===== src/rtl/counter_pkg.sv =====
`default_nettype none
// ============================================================================
// Module   : counter_pkg
// Purpose  : Seven-segment patterns and BCD helpers shared by the counter.
// Revision : 1.0 - initial release
// ============================================================================
package counter_pkg;

    // Segment order {g,f,e,d,c,b,a}, active-high
    localparam logic [6:0] SEG_0     = 7'h3F;
    localparam logic [6:0] SEG_1     = 7'h06;
    localparam logic [6:0] SEG_2     = 7'h5B;
    localparam logic [6:0] SEG_3     = 7'h4F;
    localparam logic [6:0] SEG_4     = 7'h66;
    localparam logic [6:0] SEG_5     = 7'h6D;
    localparam logic [6:0] SEG_6     = 7'h7D;
    localparam logic [6:0] SEG_7     = 7'h07;
    localparam logic [6:0] SEG_8     = 7'h7F;
    localparam logic [6:0] SEG_9     = 7'h6F;
    localparam logic [6:0] SEG_BLANK = 7'h00;

    function automatic logic [6:0] bcd_to_seg(input logic [3:0] nib);
        logic [6:0] s;
        case (nib)
            4'd0:    s = SEG_0;
            4'd1:    s = SEG_1;
            4'd2:    s = SEG_2;
            4'd3:    s = SEG_3;
            4'd4:    s = SEG_4;
            4'd5:    s = SEG_5;
            4'd6:    s = SEG_6;
            4'd7:    s = SEG_7;
            4'd8:    s = SEG_8;
            4'd9:    s = SEG_9;
            default: s = SEG_BLANK;
        endcase
        return s;
    endfunction

    // Elaboration-time conversion of a decimal integer to 8-digit packed BCD
    function automatic logic [31:0] int_to_bcd(input int unsigned value);
        logic [31:0] r;
        int unsigned v;
        r = '0;
        v = value;
        for (int i = 0; i < 8; i++) begin
            r[4*i +: 4] = 4'(v % 10);
            v = v / 10;
        end
        return r;
    endfunction

endpackage
`default_nettype wire


===== src/rtl/bcd_digit.sv =====
`default_nettype none
// ============================================================================
// Module   : bcd_digit
// Purpose  : One cascaded BCD digit stage with carry/borrow to the next digit.
// Revision : 1.0 - initial release
// ============================================================================
module bcd_digit (
    input  logic       clk,
    input  logic       rst,
    input  logic       inc,
    input  logic       dec,
    input  logic       ld,
    input  logic [3:0] ld_val,
    input  logic       clr,
    input  logic [3:0] clr_to,
    output logic [3:0] d,
    output logic       carry,
    output logic       borrow
);

    logic [3:0] r_d;

    // Load beats wrap-jump, which beats increment/decrement
    always_ff @(posedge clk or negedge rst) begin
        if (!rst) begin
            r_d <= 4'd0;
        end else if (ld) begin
            r_d <= ld_val;
        end else if (clr) begin
            r_d <= clr_to;
        end else if (inc) begin
            r_d <= (r_d == 4'd9) ? 4'd0 : r_d + 4'd1;
        end else if (dec) begin
            r_d <= (r_d == 4'd0) ? 4'd9 : r_d - 4'd1;
        end
    end

    assign d      = r_d;
    assign carry  = inc & (r_d == 4'd9);
    assign borrow = dec & (r_d == 4'd0);

endmodule
`default_nettype wire


===== src/rtl/bcd_updown_counter.sv =====
`default_nettype none
// ============================================================================
// Module   : bcd_updown_counter
// Purpose  : Multi-digit BCD up/down counter with prescaler, modulus, load
//            and per-digit seven-segment decode.
// Revision : 1.0 - initial release
// ============================================================================
module bcd_updown_counter
    import counter_pkg::*;
#(
    parameter int DIGITS = 2,
    parameter int MAX    = 59,
    parameter int DIV    = 1_000_000
) (
    input  logic                  clk,
    input  logic                  rst,
    input  logic                  fast,
    input  logic                  en,
    input  logic                  up,
    input  logic                  load,
    input  logic [4*DIGITS-1:0]   load_bcd,
    output logic [4*DIGITS-1:0]   bcd,
    output logic [7*DIGITS-1:0]   seg,
    output logic                  wrap,
    output logic                  load_err
);

    localparam int                  c_PW        = (DIV > 1) ? $clog2(DIV) : 1;
    localparam logic [c_PW-1:0]     c_PRE_LAST  = c_PW'(DIV - 1);
    localparam logic [31:0]         c_MAX_BCD32 = int_to_bcd($unsigned(MAX));
    localparam logic [4*DIGITS-1:0] c_MAX_BCD   = c_MAX_BCD32[4*DIGITS-1:0];

    logic [c_PW-1:0]     r_presc;
    logic                r_wrap;
    logic                r_load_err;
    logic                w_tick;
    logic                w_step;
    logic                w_do_step;
    logic                w_at_max;
    logic                w_at_zero;
    logic                w_load_ok;
    logic                w_ld_acc;
    logic                w_ld_rej;
    logic                w_clr;
    logic [DIGITS-1:0]   w_nib_ok;
    logic [DIGITS:0]     w_inc;
    logic [DIGITS:0]     w_dec;
    logic [4*DIGITS-1:0] w_bcd;
    logic                w_unused_chain_out;

    // Prescaler: frozen while en=0, wraps to 0 after DIV-1
    always_ff @(posedge clk or negedge rst) begin
        if (!rst) begin
            r_presc <= '0;
        end else if (en) begin
            r_presc <= w_tick ? '0 : r_presc + 1'b1;
        end
    end

    assign w_tick    = (r_presc == c_PRE_LAST);
    assign w_step    = en & (fast | w_tick);
    // Any load request, accepted or rejected, suppresses the step
    assign w_do_step = w_step & ~load;

    // Digits are always valid BCD, so packed compare equals numeric compare
    assign w_load_ok = (&w_nib_ok) && (load_bcd <= c_MAX_BCD);
    assign w_ld_acc  = load & w_load_ok;
    assign w_ld_rej  = load & ~w_load_ok;

    assign w_at_max  = (w_bcd == c_MAX_BCD);
    assign w_at_zero = (w_bcd == '0);
    assign w_clr     = w_do_step & (up ? w_at_max : w_at_zero);
    assign w_inc[0]  = w_do_step & up & ~w_at_max;
    assign w_dec[0]  = w_do_step & ~up & ~w_at_zero;

    // The chain never ripples out of the top digit; wraps are taken via w_clr
    assign w_unused_chain_out = w_inc[DIGITS] | w_dec[DIGITS];

    genvar gi;
    generate
        for (gi = 0; gi < DIGITS; gi++) begin : g_digit
            bcd_digit u_digit (
                .clk    (clk),
                .rst    (rst),
                .inc    (w_inc[gi]),
                .dec    (w_dec[gi]),
                .ld     (w_ld_acc),
                .ld_val (load_bcd[4*gi +: 4]),
                .clr    (w_clr),
                .clr_to (up ? 4'd0 : c_MAX_BCD[4*gi +: 4]),
                .d      (w_bcd[4*gi +: 4]),
                .carry  (w_inc[gi+1]),
                .borrow (w_dec[gi+1])
            );
            assign w_nib_ok[gi]    = (load_bcd[4*gi +: 4] <= 4'd9);
            assign seg[7*gi +: 7]  = bcd_to_seg(w_bcd[4*gi +: 4]);
        end
    endgenerate

    always_ff @(posedge clk or negedge rst) begin
        if (!rst) begin
            r_wrap     <= 1'b0;
            r_load_err <= 1'b0;
        end else begin
            r_wrap     <= w_clr;
            r_load_err <= w_ld_rej;
        end
    end

    assign bcd      = w_bcd;
    assign wrap     = r_wrap;
    assign load_err = r_load_err;

endmodule
`default_nettype wire


===== config.mk =====
export PLATFORM = sky130hd
export DESIGN_NAME = bcd_updown_counter
export DESIGN_NICKNAME = d
export VERILOG_FILES = /design/src/rtl/counter_pkg.sv /design/src/rtl/bcd_digit.sv /design/src/rtl/bcd_updown_counter.sv
export SDC_FILE = /design/constraint.sdc
export NUM_CORES = 1
export LEC_CHECK = 0
export BUFFER_PORTS_ARGS = -buffer_cell sky130_fd_sc_hd__clkbuf_2
export CORE_MARGIN = 4
export CORE_UTILIZATION = 57
export DETAILED_ROUTE_END_ITERATION = 8
export GPL_TIMING_DRIVEN = 0
export PLACE_DENSITY = 0.79
export SETUP_SLACK_MARGIN = 0.4
export SYNTH_ARGS = -nofsm -noshare
export SYNTH_HDL_FRONTEND = slang
export SYNTH_HIERARCHICAL = 1
export SYNTH_SLANG_ARGS = --single-unit
export TNS_END_PERCENT = 100

===== constraint.sdc =====
create_clock -name clk -period 3.6 [get_ports clk]
set_clock_uncertainty 0.2 [all_clocks]
set_input_delay 0.36 -clock clk [delete_from_list [all_inputs] [get_ports clk]]
set_output_delay 0.36 -clock clk [all_outputs]
set_load 0.01 [all_outputs]

==> metrics.md <==
| Metric | Value |
|---|---|
| M3 GR Usage | 3.72% |
| Synth Cell Area | 2420 µm² |
| RSZ-0062 raised after global routing | true |
| Post-DR wirelength/cell | 14.2 µm |
| Most common cell on crit path | nor4_2 |
| Reg clk slew, reported paths | 0.06 ns |
| All-Layer GR Usage | 21.7% |
| CP cell instances | buf_2 -> nor4_2 -> and4b_1 -> a31oi_2 -> nor4_2 -> buf_4 -> nand2_1 -> nor3b_4 -> buf_6 -> nor2_2 -> xor2_1 -> o21ai_0 -> mux2_2 |
| Max-cap viol count | 0 |
| Tightest Pin Transition | 0.766 ns |
| I/O pins | 38 |
| Maximum buffer depth of the clock tree | 2 |
| Mapped Avg Cell Area | 8.28 µm² |
| Hold slack | 0.113 ns |
| Vias | 2,307 |
| Routed Antenna Nets | 0 |
| PwrDens | 662 nW/µm² |
| CTS tree | done |
| Reg2reg start | r_presc[12]$_DFFE_PN0P_ |
| Die W | 73.1 µm |
| Required time worst endpoint | 3.57 ns |
| CP max stage cell | dfrtp_1 |
| Antenna diode count | 0 |
| R2r setup slk | 0.46 ns |
| DRC Markers | 0 |
| FMAX | 0.318 GHz |
| 1st-pass router iterations | 5 |
| CP arrival | 3.12 ns |
| Chip Height | 73.1 µm |
| Gate count of the mapped netlist | 292 |
| CP Capture Type | flop |
| Final Setup Violations | 0 |
| Clock Tree Root | clkbuf_8 |
| # clock sinks | 30 |
| Critical Path Sink | g_digit[1].u_digit/d[0]$_DFFE_PN0P_ |
| Final Hold Viols | 0 |
| Initial antenna violation count | 0 |
| DRT iter0 DRCs | 173 |
| Largest net degree at the start of global routing | 31 |
| Die area | 5350 µm² |
| First-pass GRT wire length | 9180 µm |
| Crit path time final | 3.14 ns |
| Critical path launch point | r_presc[12]$_DFFE_PN0P_ |
| Status | completed |
| Reg area | 751 µm² |
| Htree depth | 2 |
| Area added between synthesis and finish | 20.0% |
| Slowest stage delay, CP | 0.36 ns |
| Initial Util | 59.6% |
| Nets@finish | 374 |
| HPWL after DPL | 3820 µm |
| CP max FO | 8 |
| Share of layout cells above drive strength 1 | 25.6% |
| Worst slew margin | 49.0% |
| Kind of critical path | flop to flop |
| TritonCTS buffer count | 5 |
| FP Rows | 23 |
| GR peak layer | met2 |
| Buffers on Ports | 36 |
| Final period util | 87.4% |
| Met2 Use GR | 36.8% |
| RR Endpoint | g_digit[1].u_digit/d[0]$_DFFE_PN0P_ |
| Multi-input gate area | 1560 µm² |
| Total grt overflow | 0 |
| Fill cells | 311 |
| Synth Warn # | 6 |
| FF-to-FF path depth | 13 |
| Worst skew pair latency | 0.29 ns |
| Final wirelength | 5650 µm |
| Worst min-delay path category | input pin to flop |
| Slew Viols, Final | 0 |
| Vias/cell | 5.80 |
| Final setup TNS | 0 ns |
| Routability cong. | 0.869 |
| Setup crit start kind | flop |
| Peak VDD IR | 375 µV |
| GRT met1 Usage | 26.9% |
| Vias in the first global route | 2,114 |
| LEAKAGE | 1.32 nW |
| Core area | 4060 µm² |
[routing by layer]
metal  wire [µm]  vias up
li1            -     1148
met1        2500     1091
met2        2770       59
met3         273        9
met4          99        0
met5           0        -
[sequential cells by signal, indices dropped and copies added, names as in the netlist]
| name | cells |
|---|---|
| load_err | 1 |
| r_presc | 20 |
| wrap | 1 |
| g_digit.u_digit/d | 8 |
[where the power goes]
group          internal [W]  switching (W)
clock network      0.000154       0.000132
logic              0.000476       0.000626
registers          0.000409       0.000125
[timing repair]
| action | CTS | global route |
|---|---|---|
| gates resized for setup | 7 | 10 |
| hold endpoints to repair | 30 | 0 |
| setup endpoints to repair | 4 | 7 |
| buffers inserted | 3 | 5 |
| pin swaps | 3 | 4 |
| hold buffers | 1 | 0 |
[through the flow]
step	power, W	cell area [µm²]	cells	setup WS (ns)	utilization (%)
floorplan	0.00127	2430	295	0.559	-
global placement	0.00156	2670	381	-0.0245	65.9
detailed placement	0.00159	2670	381	-0.0523	65.9
CTS	0.00189	2830	393	0.460	69.7
global route	0.00208	2900	398	0.296	71.5
finish	0.00192	2900	398	0.455	71.5
[final cells by class]
type	count	share of cell area, %
Buffer	20	4.40
Clock buffer	7	2.97
Clock inverter	1	0.172
Inverter	15	1.94
Multi-Input combinational cell	230	53.9
Sequential cell	30	25.9
Tap cell	50	2.16
Timing Repair Buffer	45	8.62
[layout by cell type, fill, tap and decap left out, types with 7 or more instances in the layout]
cell / count
dfrtp_1: 30
clkbuf_2: 37
nor3_1: 10
nand2b_1: 9
nand2_1: 24
inv_1: 15
o21ai_0: 21
a21oi_1: 15
buf_4: 9
xnor2_1: 12
nand3_1: 16
o22ai_1: 8
buf_2: 8
ha_1: 13
nor2_1: 16
xor2_1: 7
[critical path: cells and delay by family (launching register included)]
kind | cells | cell delay (ns)
and+or+nand+nor | 6 | 1.28
buffers and inverters | 3 | 0.50
muxes | 1 | 0.26
DFF | 1 | 0.36
AOI/OAI and AO/OA | 2 | 0.24
xor gates and xnor gates | 1 | 0.19
[worst min-delay path by stage]
stage	from	to	slack [ns]	cells after the start
2_1_floorplan	rst	g_digit[0].u_digit/d[0]$_DFFE_PN0P_	-0.14	0
3_3_place_gp	rst	r_presc[3]$_DFFE_PN0P_	0.26	1
3_5_place_dp	rst	r_presc[3]$_DFFE_PN0P_	0.26	1
4_1_cts	load_bcd[6]	g_digit[1].u_digit/d[2]$_DFFE_PN0P_	0.11	3
5_1_grt	load_bcd[4]	g_digit[1].u_digit/d[0]$_DFFE_PN0P_	0.12	2
6_report	load	load_err$_DFF_PN0_	0.11	3
(Power assumes the default switching activity.)
